[src/rtl/mdu_pkg.sv]
// Shared types and constants for the iterative RV32M multiply/divide unit.
// The special-case constants are given at the native 32-bit width.
package mdu_pkg;

    localparam int MDU_WIDTH = 32;

    typedef enum logic [2:0] {
        OP_MUL    = 3'b000,
        OP_MULH   = 3'b001,
        OP_MULHSU = 3'b010,
        OP_MULHU  = 3'b011,
        OP_DIV    = 3'b100,
        OP_DIVU   = 3'b101,
        OP_REM    = 3'b110,
        OP_REMU   = 3'b111
    } mdu_op_t;

    typedef enum logic [1:0] {
        ST_IDLE = 2'd0,
        ST_CALC = 2'd1,
        ST_DONE = 2'd2
    } mdu_state_t;

    localparam logic [MDU_WIDTH-1:0] MDU_DIV0_QUOT = '1;
    localparam logic [MDU_WIDTH-1:0] MDU_OVF_QUOT  = 32'h8000_0000;
    localparam logic [MDU_WIDTH-1:0] MDU_OVF_REM   = '0;

    function automatic logic op_is_div(input mdu_op_t op);
        return op[2];
    endfunction

    function automatic logic op_signed_a(input mdu_op_t op);
        return (op == OP_MULH) || (op == OP_MULHSU) || (op == OP_DIV) || (op == OP_REM);
    endfunction

    function automatic logic op_signed_b(input mdu_op_t op);
        return (op == OP_MULH) || (op == OP_DIV) || (op == OP_REM);
    endfunction

endpackage

[src/rtl/mdu_div_step.sv]
// One restoring-division step: shift in the next dividend bit, subtract the
// divisor when it fits, and emit the resulting quotient bit.
module mdu_div_step
    import mdu_pkg::*;
#(
    parameter int WIDTH = MDU_WIDTH
) (
    input  logic [WIDTH-1:0] rem_in,
    input  logic             next_bit,
    input  logic [WIDTH-1:0] divisor,
    output logic [WIDTH-1:0] rem_out,
    output logic             q_bit
);

    logic [WIDTH:0]   shifted;
    logic [WIDTH-1:0] diff;

    assign shifted = {rem_in, next_bit};
    // The true difference is below the divisor whenever it is kept, so the
    // low WIDTH bits of the modular subtraction are exact.
    assign diff    = shifted[WIDTH-1:0] - divisor;
    assign q_bit   = (shifted >= {1'b0, divisor});
    assign rem_out = q_bit ? diff : shifted[WIDTH-1:0];

endmodule

[src/rtl/mdu_iterative.sv]
// Iterative RV32M multiply/divide unit: one shift-add or restoring-divide
// step per cycle on operand magnitudes, with the sign fix-up on the last step.
//
// state | meaning
// IDLE  | waiting for start; result holds last value
// CALC  | iterating, counter counts 0..WIDTH-1
// DONE  | result_valid high until result_ack
module mdu_iterative
    import mdu_pkg::*;
#(
    parameter int WIDTH = MDU_WIDTH
) (
    input  logic             clk,
    input  logic             reset_n,
    input  logic             start,
    input  logic [2:0]       funct3,
    input  logic [WIDTH-1:0] src_a,
    input  logic [WIDTH-1:0] src_b,
    input  logic             flush,
    input  logic             result_ack,
    output logic             busy,
    output logic             result_valid,
    output logic [WIDTH-1:0] result
);

    localparam int CW = $clog2(WIDTH);

    localparam logic [1:0] S_IDLE = ST_IDLE;
    localparam logic [1:0] S_CALC = ST_CALC;
    localparam logic [1:0] S_DONE = ST_DONE;

    localparam logic [WIDTH-1:0] MIN_INT   = {MDU_OVF_QUOT[MDU_WIDTH-1], {(WIDTH-1){1'b0}}};
    localparam logic [WIDTH-1:0] DIV0_QUOT = {WIDTH{MDU_DIV0_QUOT[0]}};
    localparam logic [WIDTH-1:0] OVF_REM   = {WIDTH{MDU_OVF_REM[0]}};
    localparam logic [WIDTH-1:0] ALL_ONES  = '1;

    logic [1:0]         state;
    mdu_op_t            op;
    logic [WIDTH-1:0]   opnd;
    logic [2*WIDTH-1:0] acc;
    logic [CW-1:0]      count;
    logic               neg_res;
    logic               neg_rem;
    logic [WIDTH-1:0]   result_q;

    mdu_op_t          new_op;
    logic             sign_a;
    logic             sign_b;
    logic [WIDTH-1:0] mag_a;
    logic [WIDTH-1:0] mag_b;
    logic             is_div0;
    logic             is_ovf;
    logic [WIDTH-1:0] special_res;
    logic             accept;

    assign new_op  = mdu_op_t'(funct3);
    assign sign_a  = op_signed_a(new_op) & src_a[WIDTH-1];
    assign sign_b  = op_signed_b(new_op) & src_b[WIDTH-1];
    assign mag_a   = sign_a ? -src_a : src_a;
    assign mag_b   = sign_b ? -src_b : src_b;
    assign is_div0 = op_is_div(new_op) && (src_b == '0);
    assign is_ovf  = ((new_op == OP_DIV) || (new_op == OP_REM)) &&
                     (src_a == MIN_INT) && (src_b == ALL_ONES);
    assign special_res = is_div0 ? (new_op[1] ? src_a : DIV0_QUOT)
                                 : (new_op[1] ? OVF_REM : MIN_INT);
    assign accept  = start && ((state == S_IDLE) || ((state == S_DONE) && result_ack));

    // Multiply: acc = {partial product, remaining multiplier bits}.
    logic [WIDTH:0]     mul_sum;
    logic [2*WIDTH-1:0] mul_next;

    assign mul_sum  = {1'b0, acc[2*WIDTH-1:WIDTH]} + (acc[0] ? {1'b0, opnd} : '0);
    assign mul_next = {mul_sum, acc[WIDTH-1:1]};

    // Divide: acc = {partial remainder, dividend bits then quotient bits}.
    logic [WIDTH-1:0]   div_rem;
    logic               div_q;
    logic [2*WIDTH-1:0] div_next;

    mdu_div_step #(.WIDTH(WIDTH)) u_div_step (
        .rem_in   (acc[2*WIDTH-1:WIDTH]),
        .next_bit (acc[WIDTH-1]),
        .divisor  (opnd),
        .rem_out  (div_rem),
        .q_bit    (div_q)
    );

    assign div_next = {div_rem, acc[WIDTH-2:0], div_q};

    logic [2*WIDTH-1:0] acc_next;
    logic [2*WIDTH-1:0] prod_fix;
    logic [WIDTH-1:0]   quot;
    logic [WIDTH-1:0]   rem;
    logic [WIDTH-1:0]   final_res;
    logic               last_iter;

    assign acc_next  = op_is_div(op) ? div_next : mul_next;
    assign quot      = acc_next[WIDTH-1:0];
    assign rem       = acc_next[2*WIDTH-1:WIDTH];
    assign last_iter = (count == CW'(WIDTH-1));

    always_comb begin
        prod_fix  = neg_res ? -acc_next : acc_next;
        final_res = '0;
        if (op_is_div(op)) begin
            if (op[1]) final_res = neg_rem ? -rem : rem;
            else       final_res = neg_res ? -quot : quot;
        end else if (op == OP_MUL) begin
            final_res = prod_fix[WIDTH-1:0];
        end else begin
            final_res = prod_fix[2*WIDTH-1:WIDTH];
        end
    end

    always_ff @(posedge clk or negedge reset_n) begin
        if (!reset_n) begin
            state    <= S_IDLE;
            op       <= OP_MUL;
            opnd     <= '0;
            acc      <= '0;
            count    <= '0;
            neg_res  <= 1'b0;
            neg_rem  <= 1'b0;
            result_q <= '0;
        end else if (flush) begin
            state <= S_IDLE;
        end else if (accept) begin
            op      <= new_op;
            neg_res <= sign_a ^ sign_b;
            neg_rem <= sign_a;
            count   <= '0;
            if (is_div0 || is_ovf) begin
                state    <= S_DONE;
                result_q <= special_res;
            end else begin
                state <= S_CALC;
                opnd  <= op_is_div(new_op) ? mag_b : mag_a;
                acc   <= {{WIDTH{1'b0}}, (op_is_div(new_op) ? mag_a : mag_b)};
            end
        end else begin
            case (state)
                S_IDLE: ;
                S_CALC: begin
                    acc   <= acc_next;
                    count <= count + CW'(1);
                    if (last_iter) begin
                        state    <= S_DONE;
                        result_q <= final_res;
                    end
                end
                S_DONE: if (result_ack) state <= S_IDLE;
                default: state <= S_IDLE;
            endcase
        end
    end

    assign busy         = (state == S_CALC) || (state == S_DONE);
    assign result_valid = (state == S_DONE);
    assign result       = result_q;

endmodule
[config.mk]
export PLATFORM = sky130hd
export DESIGN_NAME = mdu_iterative
export DESIGN_NICKNAME = d
export VERILOG_FILES = /design/src/rtl/mdu_pkg.sv /design/src/rtl/mdu_div_step.sv /design/src/rtl/mdu_iterative.sv
export SDC_FILE = /design/constraint.sdc
export NUM_CORES = 1
export LEC_CHECK = 0
export BUFFER_PORTS_ARGS = -buffer_cell sky130_fd_sc_hd__buf_2
export CORE_UTILIZATION = 52
export CTS_BUF_LIST = sky130_fd_sc_hd__clkbuf_4 sky130_fd_sc_hd__clkbuf_8 sky130_fd_sc_hd__clkbuf_16
export DETAILED_ROUTE_END_ITERATION = 8
export GPL_ROUTABILITY_DRIVEN = 0
export MAX_ROUTING_LAYER = met4
export PLACE_DENSITY = 0.7
export SKIP_LAST_GASP = 1
export SYNTH_ARGS = -nofsm -noshare
export SYNTH_HDL_FRONTEND = slang
export SYNTH_HIERARCHICAL = 1
export SYNTH_SLANG_ARGS = --single-unit
[constraint.sdc]
create_clock -name clk -period 11.1 [get_ports clk]
set_input_delay 1.665 -clock clk [delete_from_list [all_inputs] [get_ports clk]]
set_output_delay 1.665 -clock clk [all_outputs]
set_load 0.02 [all_outputs]
## After elaboration in Yosys (flattened, before gate mapping)

Cells that the tools add are included.

- Bitwise gates (word level): 5
- Equality and inequality tests: 14
- Reduce and logical (&&, ||, !) cells: 25
- Add/sub/neg operators: 8
- Multiplexer cells: 31
- Magnitude comparators: 1

Operator list:

| cell | number |
|---|---|
| $mux 32 | 18 |
| $mux 64 | 5 |
| $neg 32->32 | 4 |
| $eq 32x32->1 const B | 2 |
| $neg 64->64 | 1 |
| $add 32x32->33 | 1 |
| $ge 33x32->1 | 1 |
| $logic_not 32->1 | 1 |
| $sub 32x32->32 | 1 |
| $mux 2 | 5 |
| $mux 5 | 2 |
| $logic_or 1x1->1 | 9 |
| $reduce_and 3->1 | 3 |
| $eq 3x3->1 const B | 2 |
| $pmux 2 s3 | 1 |
| $add 5x1->5 const B | 1 |
| $eq 5x5->1 const B | 1 |
| $logic_and 1x1->1 | 5 |
| $ne 4x3->1 const B | 1 |
| $ne 4x4->1 const B | 1 |
| $reduce_and 2->1 | 2 |
| $reduce_and 4->1 | 1 |
| $reduce_bool 2->1 | 2 |
| $eq 3x1->1 const B | 1 |
| 11 further kinds | 13 |

- Bits of input ports: 72
- Output and inout bits: 34
- Flip-flop bits (word level): 140
- Logic and storage cells: 92

## Longest topological paths before layout

- Depth in word-level cells: 10
- Gate-level depth with buffers: 28
- Gate-level depth less buffers: 23

## By module

The synthesis kept the hierarchy.

By module, submodules not included:

| module | instances | area each (um^2) | cells an instance | seq. area each (um^2) |
|---|---|---|---|---|
| mdu_iterative | 1 | 14134.8 | 1912 | 3503.4 |
| mdu_div_step | 1 | 2331.0 | 323 | 0.0 |

## Worst setup path after synthesis

Ideal clock, no wire load.

- Path type: flip-flop to flip-flop
- Start point: reg op[2]
- End point: reg result_q[24] (netlist: result[24])
- Slack: 5.011 ns
- Data required time: 10.978 ns
- Cell stages (with the launch flop): 27
- Data arrival time: 5.967 ns
- Clock period less this slack: 6.089 ns
- Setup time: 0.122 ns
- Buffers on the path: 13
- Cells stage by stage: dfrtp_1 -> buf_4 -> buf_6 -> buf_6 -> buf_6 -> buf_6 -> buf_2 -> buf_2 -> buf_2 -> buf_1 -> buf_2 -> buf_1 -> mux2i_1 -> ha_1 -> nor3b_1 -> o221ai_1 -> nor4_2 -> nand2_1 -> or2_0 -> clkbuf_1 -> or4b_1 -> clkbuf_1 -> or3_1 -> o21ai_1 -> xnor2_1 -> o2111ai_1 -> a32o_1

- Longest elaborated chain between the ends: 8
- Elaborated cells on any way between the ends: 14
- Classes of those cells: add/sub: 3; mux: 10; reduce/logical: 1

RTL lines:

| item | line | RTL |
|---|---|---|
| start, declared | mdu_iterative.sv:38 | `mdu_op_t op;` |
| start signal, assigned | mdu_iterative.sv:128 | `op <= new_op;` |
| $mux 64 | mdu_iterative.sv:97 | `assign acc_next = op_is_div(op) ? div_next : mul_next;` |
| $neg 64->64, or another cell as far along | mdu_iterative.sv:103 | `prod_fix = neg_res ? -acc_next : acc_next;` |
| $mux 64, or another cell as far along | mdu_iterative.sv:103 |  |
| $mux 32 (on tied branches) | mdu_iterative.sv:108, mdu_iterative.sv:106 |  |
| $mux 32 * | mdu_iterative.sv:105 | `if (op_is_div(op)) begin` |
| $mux 32 * | mdu_iterative.sv:146 | `if (last_iter) begin` |
| $mux 32 * | mdu_iterative.sv:141 | `case (state)` |
| $mux 32 * | mdu_iterative.sv:127 | `end else if (accept) begin` |
| end signal, assigned | mdu_iterative.sv:134 | `result_q <= special_res;` |
| end signal, assigned | mdu_iterative.sv:148 | `result_q <= final_res;` |
| end, declared | mdu_iterative.sv:44 | `logic [WIDTH-1:0] result_q;` |

Mark *: on every way between the ends. The rest lies on a longest branch, timed or not. The select of a mux whose other input is x is not followed.
A chain may end at the register's enable or synchronous reset.

## Final worst setup path

- Start point: reg acc[38]
- End point: reg result_q[24] (netlist: result[24])

- Longest elaborated chain between the ends: 10
- Elaborated cells on any way between the ends: 17
- Classes of those cells: add/sub: 5; order compare: 1; mux: 11

RTL lines:

| item | line | RTL |
|---|---|---|
| start, declared | mdu_iterative.sv:40 | `logic [2*WIDTH-1:0] acc;` |
| start signal, assigned | mdu_iterative.sv:138 | `acc <= {{WIDTH{1'b0}}, (op_is_div(new_op) ? mag_a : mag_b)};` |
| start signal, assigned | mdu_iterative.sv:144 | `acc <= acc_next;` |
| $ge 33x32->1 * | mdu_div_step.sv:22 | `assign q_bit = (shifted >= {1'b0, divisor});` |
| named net div_q | mdu_iterative.sv:77 | `logic div_q;` |
| $mux 32 | mdu_div_step.sv:23 | `assign rem_out = q_bit ? diff : shifted[WIDTH-1:0];` |
| $mux 64 * | mdu_iterative.sv:97 |  |
| $neg 64->64 or $neg 32->32 (tied branches) | mdu_iterative.sv:103, mdu_iterative.sv:106 |  |
| $mux 64 or $mux 32 (tied branches) | mdu_iterative.sv:103, mdu_iterative.sv:106 |  |
| $mux 32 (on tied branches) | mdu_iterative.sv:108, mdu_iterative.sv:106 |  |
| $mux 32 * | mdu_iterative.sv:105 |  |
| $mux 32 * | mdu_iterative.sv:146 |  |
| $mux 32 * | mdu_iterative.sv:141 |  |
| $mux 32 * | mdu_iterative.sv:127 |  |

Mark *: on every way through the listed nets, which the timed path passes. The rest lies on a longest branch. The select of a mux whose other input is x is not followed.

==> results.py <==
metrics = {
    "run_status": {
        "run_status": "finished, final reports clean",
    },
    "critical_path": {
        "reg2reg_to": "result[24]$_DFFE_PN0P_",
        "critPathKind": "register to register",
        "worstPathCellList": "ha_1 -> a21oi_2 -> a211oi_1 -> or3_4 -> nor4b_4 -> o21ai_2 -> a31oi_4 -> o21a_4 -> inv_2 -> mux2i_1 -> ha_1 -> nor3b_1 -> o221ai_1 -> nor4_2 -> nand2_1 -> or2_0 -> or4b_1 -> or3_1 -> o21ai_1 -> xnor2_1 -> o2111ai_1 -> a32o_1",
        "required_ns": 11.44,
        "critPathMaxStageDelay_ns": 0.68,
        "timing.critical_path.slowest_stage_cell": "sky130_fd_sc_hd__or4b_1",
        "worst_path_most_repeated_cell": "sky130_fd_sc_hd__ha_1",
        "number_of_cells_on_the_worst_reg_to_reg_path": 22,
        "worst-path-buf-inv": 1,
        "critical_path.startpoint_type": "register",
        "crit-reg2reg-launch": "acc[38]$_DFFE_PN0P_",
        "timing.reg2reg.setup_slack_ns": 4.31,
        "path_max_fanout": 9,
        "timing.critical_path.arrival_ns": 7.13,
        "worstSetupEndpointType": "register",
        "cpLargestDelayFamily": "simple AND/OR/NAND/NOR gates",
    },
    "logic_synthesis": {
        "netlist.area_leader.share_pct": 21.28,
        "synth_edf_count": 0,
        "portion_of_the_post_synthesis_area_used_by_sequential_elements_pct": 21.28,
        "synthesis.area_um2": 16470,
        "synth_area_leaders": "sky130_fd_sc_hd__dfrtp_1, sky130_fd_sc_hd__o21ai_0, sky130_fd_sc_hd__nand2_1",
        "ys.flop_type": "sky130_fd_sc_hd__dfrtp_1",
        "synthesis.area_per_instance_um2": 7.367,
        "yosys_register_bits": 140,
        "syn-num-nets": 2383,
        "synth.lib_cells_used.distinct": 103,
        "synth.most_common_cell": "sky130_fd_sc_hd__nand2_1",
        "ys.warnings.count": 6,
        "async_reset_ff_share_pct": 100.0,
        "synth.top_cells.by_count": "sky130_fd_sc_hd__nand2_1, sky130_fd_sc_hd__o21ai_0, sky130_fd_sc_hd__nor2_1",
        "dominant_cell_type_by_area_after_synthesis": "sky130_fd_sc_hd__dfrtp_1",
        "cell_count_after_synthesis": 2235,
    },
    "hold_path": {
        "hold_path_startpoint": "result[6]$_DFFE_PN0P_",
        "hold_path_depth": 2,
        "destination_of_the_worst_hold_path": "result[6]$_DFFE_PN0P_",
        "timing.hold.worst.class": "register to register",
    },
    "cells_and_area": {
        "finalInstanceArea_um2": 17630,
        "fillerInstances": 2950,
        "area_delta_synth_final_pct": 7.067,
        "multi_input_comb_area_um2": 12080,
        "final_nets": 2390,
        "post_route_cells_drive_above_1_share_pct": 10.82,
        "seq_area_um2": 3507,
    },
    "timing": {
        "drv_slew": 0,
        "layout_min_cycle_time_ns": 6.792,
        "finalSetupViolCount": 0,
        "finalClockSkew_ns": 0.01027,
        "hold_violations": 0,
        "max_slew_margin_pct": 19.67,
        "fin_crit_sh_pct": 61.19,
        "worstMarginPinSlew_ns": 1.205,
        "setup_total_negative_slack_ns": 0,
        "fmaxAchievable_mhz": 147.2,
        "fin_hold_ws_ns": 0.4644,
        "rsz0062_at_grt": "false",
        "worst_slack_ns": 4.308,
    },
    "power_and_ir_drop": {
        "peakVddDrop_uv": 144.1,
        "leakagePower_uw": 0.007677,
        "power.density_cell_area_nw_per_um2": 233.4,
    },
    "global_route": {
        "groute.usage.overall_pct": 37.90,
        "grt.overflow.total": 0,
        "vias_in_the_first_global_route": 16330,
        "grt_first_pass_wirelength_um": 93230,
        "grt_antenna_before_repair": 2,
        "maximum_number_of_pins_on_one_net_before_global_route_repair": 105,
    },
    "clock_network": {
        "cts_made_buffers": 17,
        "cts.sinks": 140,
        "worst_skew_pair.late_latency_ns": 0.45,
        "tritoncts_clock_tree": "built",
        "clock_path_buffers": 2,
        "cts_repair_resize_count": 0,
        "cts-htree-levels": 4,
        "cts.clk_slew.worst_paths_ns": 0.07,
        "ctsRootBufferMaster": "sky130_fd_sc_hd__clkbuf_16",
        "cts.repair_timing.setup_buffer_count": 0,
        "ctsHoldBuffers": 0,
    },
    "detailed_routing": {
        "firstDrtPassIters": 7,
        "route.antenna.remaining_nets": 0,
        "dr.first_iter.drc_count": 2044,
        "drt-vias-per-instance": 6.595,
        "drt_drc_violations_left": 0,
        "wirelength_um": 59760,
        "route.detailed.wl_per_inst_um": 22.53,
        "vias": 17490,
    },
    "placed_design": {
        "count_of_buffers_inserted_at_the_top_level_ports": 105,
        "place_hpwl_um": 45660,
        "placement.setup.worst_slack_ns": 4.506,
        "placedInstanceArea_um2": 17060,
    },
    "floorplanning": {
        "core_region_area_um2": 30910,
        "start_util_pct": 53.27,
        "die_width_um": 179.9,
        "std_cell_rows": 64,
        "fp.dieArea_um2": 32380,
        "boundaryPins": 106,
        "floorplan.die.height_um": 179.9,
    },
    "job": {
        "max_cap_violations": 0,
    },
}
-- metal layers --
metal | global-route usage (%) | share of wire, % | vias to the layer above
met5 | - | 0 | -
met4 | 19.48 | 5.6 | 0
met3 | 5.794 | 10 | 195
met2 | 55.38 | 43 | 958
met1 | 50.57 | 42 | 8220
li1 | - | - | 8116
-- metrics by stage --
stage,std cells,util (%),total power (µW)
2_1_floorplan,2235,-,2745
3_5_place_dp,2619,55.18,3430
4_1_cts,2651,57.03,4024
3_3_place_gp,2619,55.18,3390
6_report,2652,57.04,4115
5_1_grt,2651,57.03,4361
-- logic make-up after synthesis --
kind of cell    count (synthesis)  synth area share (%)
fa+ha+maj                      76                 5.866
buf+inv                       214                 5.426
simple gates                  815                 24.15
mux                            95                 6.261
compound gates                719                 27.66
xor+xnor                      176                 9.362
flops                         140                 21.28
-- area by class of cell --
| class | count | share of cell area [%] |
|---|---|---|
| Multi-Input combinational cell | 1881 | 68.51 |
| Sequential cell | 140 | 19.89 |
| Timing Repair Buffer | 126 | 3.911 |
| Tap cell | 396 | 2.811 |
| Clock buffer | 18 | 2.491 |
| Inverter | 76 | 1.618 |
| Clock inverter | 14 | 0.7523 |
| Antenna cell | 1 | 0.01419 |
-- tightest hold or removal path, delay by kind of cell, from the launching register on --
| family | cells | cell delay [ns] |
|---|---|---|
| AND/OR/NAND/NOR | 2 | 0.10 |
| flip-flops | 1 | 0.34 |
-- worst max-delay path by stage --
stage,from,endpoint,slack [ns],cells past startpoint
5_1_grt,acc[38]$_DFFE_PN0P_,result[24]$_DFFE_PN0P_,4.16,22
2_1_floorplan,op[2]$_DFFE_PN0P_,result[24]$_DFFE_PN0P_,5.01,26
3_3_place_gp,acc[38]$_DFFE_PN0P_,result[24]$_DFFE_PN0P_,4.72,22
6_report,acc[38]$_DFFE_PN0P_,result[24]$_DFFE_PN0P_,4.31,22
4_1_cts,acc[38]$_DFFE_PN0P_,result[24]$_DFFE_PN0P_,4.44,22
3_5_place_dp,acc[38]$_DFFE_PN0P_,result[24]$_DFFE_PN0P_,4.51,22
-- where the power goes --
part	switching, µW	internal [µW]	leakage, µW
Clock	260	317	0.000262
Combinational	1710	996	0.00557
Sequential	195	632	0.00184
Total	2170	1950	0.00768
-- placed cells by master, fill, tap and decap left out, types with 9 or more instances in the layout --
master / count
sky130_fd_sc_hd__nand3_1: 35
sky130_fd_sc_hd__or3_1: 16
sky130_fd_sc_hd__a211oi_1: 17
sky130_fd_sc_hd__o41ai_1: 12
sky130_fd_sc_hd__a31oi_1: 19
sky130_fd_sc_hd__a221oi_1: 17
sky130_fd_sc_hd__o21ai_0: 250
sky130_fd_sc_hd__and2_1: 42
sky130_fd_sc_hd__and3_1: 16
sky130_fd_sc_hd__mux2_2: 24
sky130_fd_sc_hd__buf_4: 21
sky130_fd_sc_hd__ha_1: 74
sky130_fd_sc_hd__o21bai_1: 10
sky130_fd_sc_hd__a22o_1: 17
sky130_fd_sc_hd__nor4_1: 22
sky130_fd_sc_hd__nand4_1: 32
sky130_fd_sc_hd__xor2_1: 71
sky130_fd_sc_hd__nor3_1: 50
sky130_fd_sc_hd__o31ai_1: 28
sky130_fd_sc_hd__o21a_1: 11
sky130_fd_sc_hd__mux2i_1: 60
sky130_fd_sc_hd__nor2_1: 186
sky130_fd_sc_hd__a21o_1: 25
sky130_fd_sc_hd__inv_1: 72
sky130_fd_sc_hd__nand2_1: 312
sky130_fd_sc_hd__buf_2: 104
sky130_fd_sc_hd__nor3b_1: 19
sky130_fd_sc_hd__xnor2_1: 105
sky130_fd_sc_hd__mux2_4: 9
sky130_fd_sc_hd__or4_1: 12
sky130_fd_sc_hd__o211ai_1: 22
sky130_fd_sc_hd__clkbuf_16: 17
sky130_fd_sc_hd__dfrtp_1: 139
sky130_fd_sc_hd__a21oi_1: 182
sky130_fd_sc_hd__o221ai_1: 15
sky130_fd_sc_hd__nor2b_1: 13
-- flip-flops by register name, indices dropped and copies added, names as in the netlist --
register  count
op            3
count         5
opnd         32
state         2
result       32
neg_res       1
neg_rem       1
acc          64
(Power assumes the default switching activity.)
